--- config.mk ---
export PLATFORM = sky130hd
export DESIGN_NAME = vga_timing_gen
export DESIGN_NICKNAME = d
export VERILOG_FILES = /design/src/rtl/vga_timing_gen.sv
export SDC_FILE = /design/constraint.sdc
export NUM_CORES = 1
export LEC_CHECK = 0
export BUFFER_PORTS_ARGS = -buffer_cell sky130_fd_sc_hd__buf_4
export CAP_MARGIN = 20
export CORE_MARGIN = 3
export CORE_UTILIZATION = 41
export CTS_CLUSTER_DIAMETER = 200
export DETAILED_ROUTE_END_ITERATION = 7
export HOLD_SLACK_MARGIN = 0.03
export PLACE_DENSITY = 0.64
export SLEW_MARGIN = 20
export SYNTH_ARGS = -nofsm -noshare
export SYNTH_HDL_FRONTEND = slang
export SYNTH_SLANG_ARGS = --single-unit
--- constraint.sdc ---
create_clock -name clk -period 4.2 [get_ports clk]
set_clock_uncertainty 0.05 [all_clocks]
set_input_delay 0.84 -clock clk [delete_from_list [all_inputs] [get_ports clk]]
set_output_delay 0.84 -clock clk [all_outputs]
set_load 0.1 [all_outputs]
--- src/rtl/vga_timing_gen.sv ---
// VGA pixel-timing generator: clock divider, horizontal/vertical counters and registered
// sync/blanking decode. Define VGA_FRAME_CNT_EN to add the 8-bit frame_cnt output.
module vga_timing_gen #(
    parameter int unsigned CLK_DIV   = 4,
    parameter int unsigned H_DISPLAY = 640,
    parameter int unsigned H_FP      = 16,
    parameter int unsigned H_SYNC    = 96,
    parameter int unsigned H_BP      = 48,
    parameter int unsigned V_DISPLAY = 480,
    parameter int unsigned V_FP      = 10,
    parameter int unsigned V_SYNC    = 2,
    parameter int unsigned V_BP      = 33,
    parameter int unsigned SYNC_POL  = 0
) (
    input  logic       clk,
    input  logic       reset,
    output logic       p_tick,
    output logic [9:0] x,
    output logic [9:0] y,
    output logic       hsync,
    output logic       vsync,
    output logic       video_on,
`ifdef VGA_FRAME_CNT_EN
    output logic [7:0] frame_cnt,
`endif
    output logic       frame_start
);

    localparam int unsigned H_TOTAL = H_DISPLAY + H_FP + H_SYNC + H_BP;
    localparam int unsigned V_TOTAL = V_DISPLAY + V_FP + V_SYNC + V_BP;
    localparam logic [9:0] H_MAX     = 10'(H_TOTAL - 1);
    localparam logic [9:0] V_MAX     = 10'(V_TOTAL - 1);
    localparam logic [9:0] H_VIS     = 10'(H_DISPLAY);
    localparam logic [9:0] V_VIS     = 10'(V_DISPLAY);
    localparam logic [9:0] HS_START  = 10'(H_DISPLAY + H_FP);
    localparam logic [9:0] HS_END    = 10'(H_DISPLAY + H_FP + H_SYNC);
    localparam logic [9:0] VS_START  = 10'(V_DISPLAY + V_FP);
    localparam logic [9:0] VS_END    = 10'(V_DISPLAY + V_FP + V_SYNC);
    localparam int unsigned DIV_W    = $clog2(CLK_DIV);
    localparam logic [DIV_W-1:0] DIV_MAX = DIV_W'(CLK_DIV - 1);
    localparam logic SYNC_ACT = (SYNC_POL != 0);

    logic [DIV_W-1:0] div_cnt;
    logic [9:0]       x_next;
    logic [9:0]       y_next;
    logic             x_end;
    logic             y_end;
    logic             hsync_next;
    logic             vsync_next;
    logic             video_on_next;

    // Out-of-range counts (>= TOTAL) are treated as the last position so they wrap to 0.
    always_comb begin
        x_end  = (x >= H_MAX);
        y_end  = (y >= V_MAX);
        x_next = x_end ? 10'd0 : x + 10'd1;
        y_next = y;
        if (x_end) begin
            y_next = y_end ? 10'd0 : y + 10'd1;
        end
        hsync_next    = ((x_next >= HS_START) && (x_next < HS_END)) ? SYNC_ACT : ~SYNC_ACT;
        vsync_next    = ((y_next >= VS_START) && (y_next < VS_END)) ? SYNC_ACT : ~SYNC_ACT;
        video_on_next = (x_next < H_VIS) && (y_next < V_VIS);
    end

    assign p_tick      = (div_cnt == DIV_MAX);
    assign frame_start = p_tick && (x == 10'd0) && (y == 10'd0);

    // Decodes are taken from the next counts so they line up with x/y on the same edge.
    always_ff @(posedge clk or posedge reset) begin
        if (reset) begin
            div_cnt  <= '0;
            x        <= 10'd0;
            y        <= 10'd0;
            hsync    <= ~SYNC_ACT;
            vsync    <= ~SYNC_ACT;
            video_on <= 1'b0;
        end else begin
            div_cnt <= p_tick ? '0 : div_cnt + DIV_W'(1);
            if (p_tick) begin
                x        <= x_next;
                y        <= y_next;
                hsync    <= hsync_next;
                vsync    <= vsync_next;
                video_on <= video_on_next;
            end
        end
    end

`ifdef VGA_FRAME_CNT_EN
    always_ff @(posedge clk or posedge reset) begin
        if (reset) begin
            frame_cnt <= 8'd0;
        end else if (p_tick && (x == H_MAX) && (y == V_MAX)) begin
            frame_cnt <= frame_cnt + 8'd1;
        end
    end
`endif

endmodule

# Yosys cells after proc, flatten, opt, wreduce, memory -nomap -nowiden
# Index checks and enable logic that the tools add are counted.
dict set report totals {
  reg_bits 25
  latch_bits 0
  ramBits 0
  rom_bits 0
  inputBits 2
  out_inout_bits 25
  elab_cells 31
  memories 0
}
dict set report classes {
  n_addsub 3
  mul 0
  div 0
  magnitude_cmp 8
  eq_ne 1
  shifts 0
  n_mux 6
  bitwise_logic 0
  n_reduce_logical 7
}
# operator n
set ops {}
lappend ops {{$ge A10 B10 Y1 const B} 3}
lappend ops {{$mux W10} 3}
lappend ops {{$add A10 B1 Y10 const B} 2}
lappend ops {{$logic_not A10 Y1} 2}
lappend ops {{$lt A10 B10 Y1 const B} 2}
lappend ops {{$lt A10 B9 Y1 const B} 2}
lappend ops {{$ge A10 B9 Y1 const B} 1}
lappend ops {{$logic_and A1 B1 Y1} 5}
lappend ops {{$add A2 B1 Y2 const B} 1}
lappend ops {{$eq A2 B2 Y1 const B} 1}
lappend ops {{$mux W1} 2}
lappend ops {{$mux W2} 1}

# Depth between registers and ports, before layout
dict set report depth {
  depth_word 6
  depth_mapped 7
  ltp_nobuf 6
}

# Least setup slack after synthesis
# Ideal clock, no wire load.
dict set report synth_path {
  kind {flip-flop to output port}
  startpoint {register x[0]}
  endpoint {output port frame_start}
  arrival_ns 4.564
  required_time_ns 3.310
  setup_slack_ns -1.254
  path_stages_with_launch 5
  path_buffers 0
  cell_sequence {dfrtp_1 inv_1 ha_1 or4b_2 nor4_1}
}
dict set report synth_between {
  elab_chain_len 3
}
# element line_no
set synth_rtl {}
lappend synth_rtl {{start, declared} 18} ;# output logic [9:0] x,
lappend synth_rtl {{start signal, assigned} 81} ;# x <= x_next;
lappend synth_rtl {{$logic_not A10 Y1} 67} ;# assign frame_start = p_tick && (x == 10'd0) && (y == 10'd0);
lappend synth_rtl {{$logic_and A1 B1 Y1 (2 in a row)} 67}
lappend synth_rtl {{end, declared} 26} ;# output logic frame_start
# Every way passes these cells.

# Worst setup path in the final report
# Ends and elaborated chain as after synthesis.

==> run metrics <==
status=completed; startpoint types=register; CP Capture Type=output port; antenna violations before repair=0; Worst Tran Pin Value=0.974 ns; Clock Path Buffers=2; DP HPWL=3060 um; fmax=330 MHz; most frequent cells in the layout=buf_4 (27), nand2_1 (23), dfrtp_1 (23), o21ai_0 (20), nor2_1 (13); Synth Net Count=201; Cell Count Post-Placement=259; core area=3830 um2; gpl congestion=0.874; Seq/Total Area, Yosys=36.8%; Synth cell types=55; Final Worst Setup Slack=1.17 ns; pins over their slew limit=0; layout cell share with drive strength beyond 1=20.9%; Antenna Nets Post-Route=0; top post-synthesis cells by area=dfrtp_1 (34%), o21ai_0 (5.9%), nand2_1 (5.1%), ha_1 (3.7%), nand3_1 (3.5%); vias in the first global route=1494; first-pass detailed-route iteration total=4; Worst-path clk slew=0.09 ns; Finish-stage setup viols=0; area delta synth->final=14.3%; DR vias=1590; total setup buffers inserted after CTS=0; clk sinks=25; min-delay worst type=reg -> reg; P_leak=0.808 nW; RSZ-0062 raised after global routing=no; Mapped Cells=194; CP Max Fanout=5; largest area contributor in the netlist=dfrtp_1; Remaining Overflow, GRT=0; most common library cell in the layout ignoring fill and taps=buf_4; final instance area=1950 um2; max_slew headroom=35.0%; MaxCap Viol Count=0; Avg Inst Size Synth=8.80 um2; First DRT Iteration DRCs=193; CTS Buf Count=3; synthesized cell area=1710 um2; Root Driver=clkbuf_8; FFs w/ async S/R, synth=100%; CTS tree=done; Worst Path Arrival=2.14 ns; Die Area=4980 um2; hold-fix buffers at CTS=0; Setup TNS=0 ns; vias per inst=6.05; largest net degree at the start of global routing=34; # resized after CTS=0; FP Rows=22; Worst Path Required=3.31 ns; DRC viols=0; Die Wd=70.5 um; # IOs=27; Synth warnings=0; clk_lat worst skew=0.27 ns; ant diodes=0; Fin. Hold Viols=0; I/O Buffers=26; drt wl/cell=16.4 um; Final Non-Filler Cells=263; Post-synth EDFFs=0; H-tree Lvls=1; first-pass GRT wire length=7350 um; Final min period=3.03 ns; final wirelength=4310 um; power per cell area=201 nW/um2; Synth Flop Type=dfrtp_1; GRT Util Overall=18.0%; top cell type's share of synthesized area=33.7%; worst vdd ir=0.102 mV; DIE HEIGHT=70.5 um; Initial Util=44.6%; Final period util=72.2%; Yosys reg bits=25; Placed Area=1900 um2; fin nets=223; Place WS=1.46 ns; Setup Crit Path Kind=reg -> out
-- per-stage QoR --
stage,power (mW),hold slack (ns),utilization (%)
6_report,0.393,0.383,51.0
3_5_place_dp,0.251,0.375,49.7
3_3_place_gp,0.251,0.366,49.7
2_1_floorplan,0.249,0.353,-
4_1_cts,0.397,0.387,50.9
5_1_grt,0.408,0.418,51.0
-- worst max-delay path, stage by stage, from the launching register on --
cell and delay [ns]:
dfrtp_1 0.43, inv_1 0.12, ha_1 0.16, or4b_2 0.62, nor4_4 0.22, buf_4 0.32
-- cell type report --
| class | count | area [um2] |
|---|---|---|
| Fill cell | 363 | 1870 |
| Multi-Input combinational cell | 148 | 975 |
| Sequential cell | 25 | 628 |
| Timing Repair Buffer | 27 | 203 |
| Tap cell | 48 | 60.1 |
| Clock buffer | 4 | 45.0 |
| Inverter | 11 | 41.3 |
-- report_power, final --
group          leakage [nW]  switching, mW  internal (mW)
Clock                0.0228         0.0793         0.0679
Combinational         0.462        0.00474       0.000627
Sequential            0.323              0          0.241
Total                 0.808         0.0841          0.309
-- cell families (layout without fill, tap and decap cells) --
family	after synthesis	after routing	synth area share (%)
buffers and inverters	21	42	7.25
XOR/XNOR	3	3	1.54
flip-flops	25	25	36.8
AO/OA/AOI/OAI	54	54	21.9
multiplexers	3	3	1.76
adder cells (fa/ha/maj)	5	5	3.66
AND/OR/NAND/NOR	83	83	27.1
-- routing by layer --
| layer | vias up | track usage, % | part of all wire [%] |
|---|---|---|---|
| met1 | 757 | 26.5 | 46 |
| met4 | 0 | 5.43 | 1.0 |
| met2 | 65 | 27.1 | 46 |
| met3 | 6 | 2.98 | 7.0 |
| met5 | - | 0 | 0 |
| li1 | 762 | - | - |
-- state kept, by name (all words and copies together) (netlist names) --
signal    count
hsync         1
div_cnt       2
x            10
vsync         1
video_on      1
y            10
-- cells in the mapped netlist (3+ instances only) --
library cell	number
a21oi_1	5
and3_1	3
buf_6	3
clkbuf_1	3
dfrtp_1	23
ha_1	5
inv_1	11
mux2i_1	3
nand2_1	23
nand3_1	12
nand3_2	3
nand4_1	4
nand4b_1	3
nor2_1	13
nor3_1	5
o211ai_1	3
o21ai_0	20
o31ai_1	3
-- worst paths after layout --
check	startpoint	slack, ns	to	cells past startpoint
worst min-delay path	div_cnt[0]$_DFF_PP0_	0.38	div_cnt[0]$_DFF_PP0_	1
worst max-delay path	x[0]$_DFFE_PP0P_	1.17	frame_start	5
worst max register to register	x[5]$_DFFE_PP0P_	1.83	hsync$_DFFE_PP1P_	5
worst min register to register	div_cnt[0]$_DFF_PP0_	0.38	div_cnt[0]$_DFF_PP0_	1
min in group asynchronous	reset	0.74	x[2]$_DFFE_PP0P_	2
max in group asynchronous	reset	2.77	x[8]$_DFFE_PP0P_	2
(Power assumes the default switching activity.)
